==> src/rtl/reset_sequencer.sv <==
// Ordered reset release for N_STAGES downstream domains sharing one clock.
// Stages leave reset one at a time, each gated on the previous stage's ready ack.
module reset_sequencer #(
  parameter int N_STAGES  = 4,
  parameter int HOLD_CYC  = 8,
  parameter int STAGE_DLY = 4,
  parameter int TIMEOUT   = 64,
  parameter int CNT_W     = 8
) (
  input  logic                clk_i,
  input  logic                rstn_i,
  input  logic                sw_rst_req_i,
  input  logic [N_STAGES-1:0] stage_done_i,
  output logic [N_STAGES-1:0] rstn_stage_o,
  output logic                seq_busy_o,
  output logic                seq_done_o,
  output logic [N_STAGES-1:0] timeout_o
);

  typedef enum logic [1:0] {
    ST_HOLD     = 2'd0,
    ST_GAP      = 2'd1,
    ST_WAIT_ACK = 2'd2,
    ST_DONE     = 2'd3
  } state_t;

  localparam int K_W = (N_STAGES > 1) ? $clog2(N_STAGES) : 1;

  localparam logic [CNT_W-1:0]    HOLD_LAST = CNT_W'(HOLD_CYC - 1);
  localparam logic [CNT_W-1:0]    DLY_LAST  = CNT_W'(STAGE_DLY - 1);
  localparam logic [CNT_W-1:0]    TO_LAST   = CNT_W'(TIMEOUT - 1);
  localparam logic [K_W-1:0]      K_LAST    = K_W'(N_STAGES - 1);
  localparam logic [N_STAGES-1:0] STAGE_ONE = N_STAGES'(1);

  state_t              r_state;
  state_t              w_state_nxt;
  logic [CNT_W-1:0]    r_cnt;
  logic [CNT_W-1:0]    w_cnt_nxt;
  logic [K_W-1:0]      r_k;
  logic [K_W-1:0]      w_k_nxt;
  logic [N_STAGES-1:0] r_rstn_stage;
  logic [N_STAGES-1:0] w_rstn_stage_nxt;
  logic                r_busy;
  logic                w_busy_nxt;
  logic                r_done;
  logic                w_done_nxt;
  logic [N_STAGES-1:0] r_timeout;
  logic [N_STAGES-1:0] w_timeout_nxt;

  logic [N_STAGES-1:0] w_k_mask;
  logic                w_ack;
  logic                w_advance;

  // Only the ack of the stage currently being waited on matters.
  assign w_k_mask = STAGE_ONE << r_k;
  assign w_ack    = |(stage_done_i & w_k_mask);

  always_comb begin
    w_state_nxt      = r_state;
    w_cnt_nxt        = r_cnt;
    w_k_nxt          = r_k;
    w_rstn_stage_nxt = r_rstn_stage;
    w_busy_nxt       = r_busy;
    w_done_nxt       = r_done;
    w_timeout_nxt    = r_timeout;
    w_advance        = 1'b0;

    if (sw_rst_req_i) begin
      w_state_nxt      = ST_HOLD;
      w_cnt_nxt        = {CNT_W{1'b0}};
      w_k_nxt          = {K_W{1'b0}};
      w_rstn_stage_nxt = {N_STAGES{1'b0}};
      w_busy_nxt       = 1'b1;
      w_done_nxt       = 1'b0;
      w_timeout_nxt    = {N_STAGES{1'b0}};
    end else begin
      case (r_state)
        ST_HOLD: begin
          w_rstn_stage_nxt = {N_STAGES{1'b0}};
          if (r_cnt == HOLD_LAST) begin
            w_state_nxt = ST_GAP;
            w_cnt_nxt   = {CNT_W{1'b0}};
            w_k_nxt     = {K_W{1'b0}};
          end else begin
            w_cnt_nxt = r_cnt + CNT_W'(1);
          end
        end
        ST_GAP: begin
          if (r_cnt == DLY_LAST) begin
            w_rstn_stage_nxt = r_rstn_stage | w_k_mask;
            w_state_nxt      = ST_WAIT_ACK;
            w_cnt_nxt        = {CNT_W{1'b0}};
          end else begin
            w_cnt_nxt = r_cnt + CNT_W'(1);
          end
        end
        ST_WAIT_ACK: begin
          // A timed-out stage keeps its release; only the flag records it.
          if (w_ack) begin
            w_advance = 1'b1;
          end else if (r_cnt == TO_LAST) begin
            w_timeout_nxt = r_timeout | w_k_mask;
            w_advance     = 1'b1;
          end else begin
            w_cnt_nxt = r_cnt + CNT_W'(1);
          end
        end
        ST_DONE: begin
          w_rstn_stage_nxt = {N_STAGES{1'b1}};
          w_busy_nxt       = 1'b0;
          w_done_nxt       = 1'b1;
        end
        default: begin
          w_state_nxt      = ST_HOLD;
          w_cnt_nxt        = {CNT_W{1'b0}};
          w_k_nxt          = {K_W{1'b0}};
          w_rstn_stage_nxt = {N_STAGES{1'b0}};
          w_busy_nxt       = 1'b1;
          w_done_nxt       = 1'b0;
          w_timeout_nxt    = {N_STAGES{1'b0}};
        end
      endcase
    end

    if (w_advance) begin
      w_cnt_nxt = {CNT_W{1'b0}};
      if (r_k == K_LAST) begin
        w_state_nxt      = ST_DONE;
        w_rstn_stage_nxt = {N_STAGES{1'b1}};
        w_busy_nxt       = 1'b0;
        w_done_nxt       = 1'b1;
      end else begin
        w_state_nxt = ST_GAP;
        w_k_nxt     = r_k + K_W'(1);
      end
    end else begin
      w_cnt_nxt = w_cnt_nxt;
    end
  end

  always_ff @(posedge clk_i or negedge rstn_i) begin
    if (!rstn_i) begin
      r_state      <= ST_HOLD;
      r_cnt        <= {CNT_W{1'b0}};
      r_k          <= {K_W{1'b0}};
      r_rstn_stage <= {N_STAGES{1'b0}};
      r_busy       <= 1'b1;
      r_done       <= 1'b0;
      r_timeout    <= {N_STAGES{1'b0}};
    end else begin
      r_state      <= w_state_nxt;
      r_cnt        <= w_cnt_nxt;
      r_k          <= w_k_nxt;
      r_rstn_stage <= w_rstn_stage_nxt;
      r_busy       <= w_busy_nxt;
      r_done       <= w_done_nxt;
      r_timeout    <= w_timeout_nxt;
    end
  end

  assign rstn_stage_o = r_rstn_stage;
  assign seq_busy_o   = r_busy;
  assign seq_done_o   = r_done;
  assign timeout_o    = r_timeout;

endmodule

==> config.mk <==
export PLATFORM = sky130hd
export DESIGN_NAME = reset_sequencer
export DESIGN_NICKNAME = d
export VERILOG_FILES = /design/src/rtl/reset_sequencer.sv
export SDC_FILE = /design/constraint.sdc
export NUM_CORES = 1
export LEC_CHECK = 0
export CAP_MARGIN = 20
export CORE_UTILIZATION = 48
export CTS_CLUSTER_DIAMETER = 200
export DETAILED_ROUTE_END_ITERATION = 7
export GPL_TIMING_DRIVEN = 0
export PLACE_DENSITY = 0.72
export SLEW_MARGIN = 0
export SYNTH_ARGS = -nofsm -noshare
export SYNTH_HDL_FRONTEND = slang
export SYNTH_SLANG_ARGS = --single-unit
export TNS_END_PERCENT = 50
==> constraint.sdc <==
create_clock -name clk_i -period 6 [get_ports clk_i]
set_input_delay 0.9 -clock clk_i [delete_from_list [all_inputs] [get_ports clk_i]]
set_output_delay 0.9 -clock clk_i [all_outputs]
set_load 0.01 [all_outputs]
==> results by group <==
CTS
  • CTS Hold Bufs: 0
  • Clock slew at reported path FFs: 0.14 ns
  • Post_cts resized: 0
  • CTS sink count: 22
  • H-tree lvl count: 1
  • CTS tree: built
  • Root buf cell: clkbuf_4
  • Setup bufs post-CTS: 0
  • Maximum clock path buffer count: 2
  • Total CTS buffers: 3
  • Clock Latency Late Sink: 0.32 ns

Yosys
  • Sequential fraction of the synthesis area: 39.7%
  • Synth Net Count: 170
  • Mapped Area: 0.00139 mm2
  • Post-synth top flop: dfrtp_1
  • Library cells used by synthesis: 43
  • Mapped Cells: 153
  • Mapped Avg Cell Area: a little over 9 um2
  • Synthesis-stage register bit count: 22
  • Yosys warnings: 0
  • Async set-reset flop share out of synthesis: 100%
  • EDFF count, synth: 0

Critical path
  • Slowest stage delay, CP: 0.63 ns
  • CP required: 6.21 ns
  • Slowest CP cell: or4_1
  • Cell breakdown of the critical path: clkdlybuf4s50_1, or4_1, o31a_1, nor3b_1, a32oi_1, o21ai_1
  • CP max FO: 6
  • Endpoint class of the critical path: flop
  • CP Data Arrival Time: around 2.7 ns
  • CP Class: in -> reg
  • CP Launch Type: input pin

Power and ir drop
  • Seq pwr share: about half
  • Logic pwr share: 8.6%
  • Sw frac: 22.4%
  • Worst vdd ir: approximately 0.11 mV
  • P_leak: 0.730 nW
  • PD cells: 179 mW/mm2
  • Power Internal: 0.230 mW
  • Net Switching: ~0.066 mW
  • Clock share of power: 39.8%

Timing
  • Setup TNS: 0 ns
  • Tcrit/Tclk final: 41.2%
  • Worst-Margin Slew: about 0.50 ns
  • WHS: 0.518 ns
  • Highest clock rate: 0.405 GHz
  • Fin crit period: 2.47 ns
  • Setup violations, final: 0
  • RSZ-0062 raised after global routing: false
  • Final hold vios: 0
  • Slew Viols, Final: 0
  • Rel. slew slack: 66.8%
  • Clock Skews: 0.0143 ns

Detailed routing
  • Initial drt markers: 32
  • Vias per cell: 5.93
  • Total number of vias: about 1200
  • Post-DRT Antenna Nets: 0
  • Drt pass-1 iters: 4
  • Drt drc: 0
  • Wire per inst: 14.8 um
  • Total Routed Length: 3030 um

GRT
  • Overall Global Routing Usage: about 22%
  • Largest net degree at the start of global routing: 23
  • First-pass GRT wire length: 5360 um
  • Initial antenna violation count: 0
  • Gr ovfl total: 0
  • Vias in the first global route: 1162

Die
  • Num rows: 19
  • DIE AREA: 0.00312 mm2
  • Core area: approximately 0.0028 mm2
  • Top-level port count: 17
  • Chip Width: 55.8 um
  • Initial Util: 50.4%
  • Die height: ~56 um

Final layout
  • Multi-input gate area in the final layout: 766 um2
  • Ant. Diodes: 0
  • Reg area: approximately 550 um2
  • Area delta synth->final: 19.2%
  • NumNets Final: ~190
  • Most frequent cells in the layout: nand2_1, dfrtp_1, clkdlybuf4s50_1, nor2_1
  • Layout cells sized above 1: 9.77%
  • Fill cell count: around 250

Placement
  • Post-DP HPWL: 2230 um
  • Buffers on Ports: 16
  • GPL Wtd Cong: 0.812

Run
  • Max Cap Viol: 0

Outcome
  • Status: complete, no violations

Hold path
  • Worst hold path class: reg -> reg
-- worst max-delay path, delay by kind of cell --
| family | cells | cell delay (ns) |
|---|---|---|
| buffers and inverters | 1 | 0.53 |
| and+or+nand+nor | 2 | 0.79 |
| AOI/OAI and AO/OA | 3 | 0.46 |
-- path summary, 6_finish.rpt --
kind / start / to / slack (ns) / depth (start not counted)
min reg2reg: seq_busy_o$_DFF_PN1_ / seq_busy_o$_DFF_PN1_ / 0.52 / 1
max reg2reg: r_state[1]$_DFFE_PN0P_ / r_cnt[6]$_DFFE_PN0P_ / 3.90 / 7
min: seq_busy_o$_DFF_PN1_ / seq_busy_o$_DFF_PN1_ / 0.52 / 1
max: sw_rst_req_i / r_cnt[6]$_DFFE_PN0P_ / 3.53 / 6
min in group asynchronous: rstn_i / r_k[0]$_DFF_PN0_ / 0.89 / 1
max in group asynchronous: rstn_i / seq_busy_o$_DFF_PN1_ / 4.57 / 2
-- power by group through the flow --
stage          sequential (mW)  combinational, mW  clock, mW
2_1_floorplan            0.155             0.0142          0
3_3_place_gp             0.155             0.0241          0
3_5_place_dp             0.155             0.0246          0
4_1_cts                  0.153             0.0247      0.120
5_1_grt                  0.153             0.0291      0.126
6_report                 0.153             0.0256      0.118
-- sequential cells by signal, indices dropped and copies added (netlist names) --
name / flops
r_cnt: 8
timeout_o: 4
r_state: 2
seq_done_o: 1
seq_busy_o: 1
rstn_stage_o: 4
r_k: 2
-- cells in the mapped netlist (2+ instances only) --
library cell / number / area share (%)
a21oi_1: 6 / 2.2
a22oi_1: 2 / 1.1
a31oi_1: 4 / 1.8
a32oi_1: 2 / 1.3
and2_1: 3 / 1.4
and4_1: 2 / 1.3
buf_6: 2 / 1.6
clkbuf_1: 2 / 0.54
dfrtp_1: 21 / 38
ha_1: 10 / 9.0
inv_1: 10 / 2.7
mux2i_1: 4 / 2.9
nand2_1: 21 / 5.7
nand3_1: 5 / 1.8
nand4_1: 4 / 1.8
nor2_1: 12 / 3.2
nor3_1: 4 / 1.4
nor3b_1: 3 / 1.6
o211ai_1: 2 / 1.1
o21ai_0: 5 / 1.8
o21ai_1: 4 / 1.4
o31a_1: 2 / 1.3
or3_1: 3 / 1.4
-- cell type report --
| cell class | count | area share [%] |
|---|---|---|
| Timing Repair Buffer | 17 | 10.6 |
| Inverter | 10 | 2.27 |
| Tap cell | 31 | 2.34 |
| Clock buffer | 3 | 1.36 |
| Multi-Input combinational cell | 116 | 46.2 |
| Clock inverter | 1 | 1.81 |
| Sequential cell | 22 | 33.3 |
| Buffer | 5 | 2.11 |
-- layer usage --
metal	up-vias	share of wire (%)	track usage, %
li1	591	-	-
met1	605	50	30.7
met2	14	46	33.4
met3	5	2.1	2.56
met4	0	1.4	9.41
met5	-	0	0
-- per-stage QoR --
stage	total power, mW	instance area, um2	utilization, %	instances	setup WS, ns
after floorplan	0.169	1390	-	153	3.89
after global placement	0.179	1590	57.6	200	3.25
after detailed placement	0.180	1590	57.6	200	3.22
after CTS	0.297	1640	59.5	204	3.56
after global routing	0.308	1660	60.1	205	3.46
final	0.296	1660	60.1	205	3.53
-- logic make-up after synthesis --
group,synth area share [%]
adders and majority gates,9.00
muxes,2.88
DFF,39.7
and+or+nand+nor,26.0
AOI/OAI and AO/OA,17.2
buffers and inverters,5.22
Power figures use the tool's default switching activity.
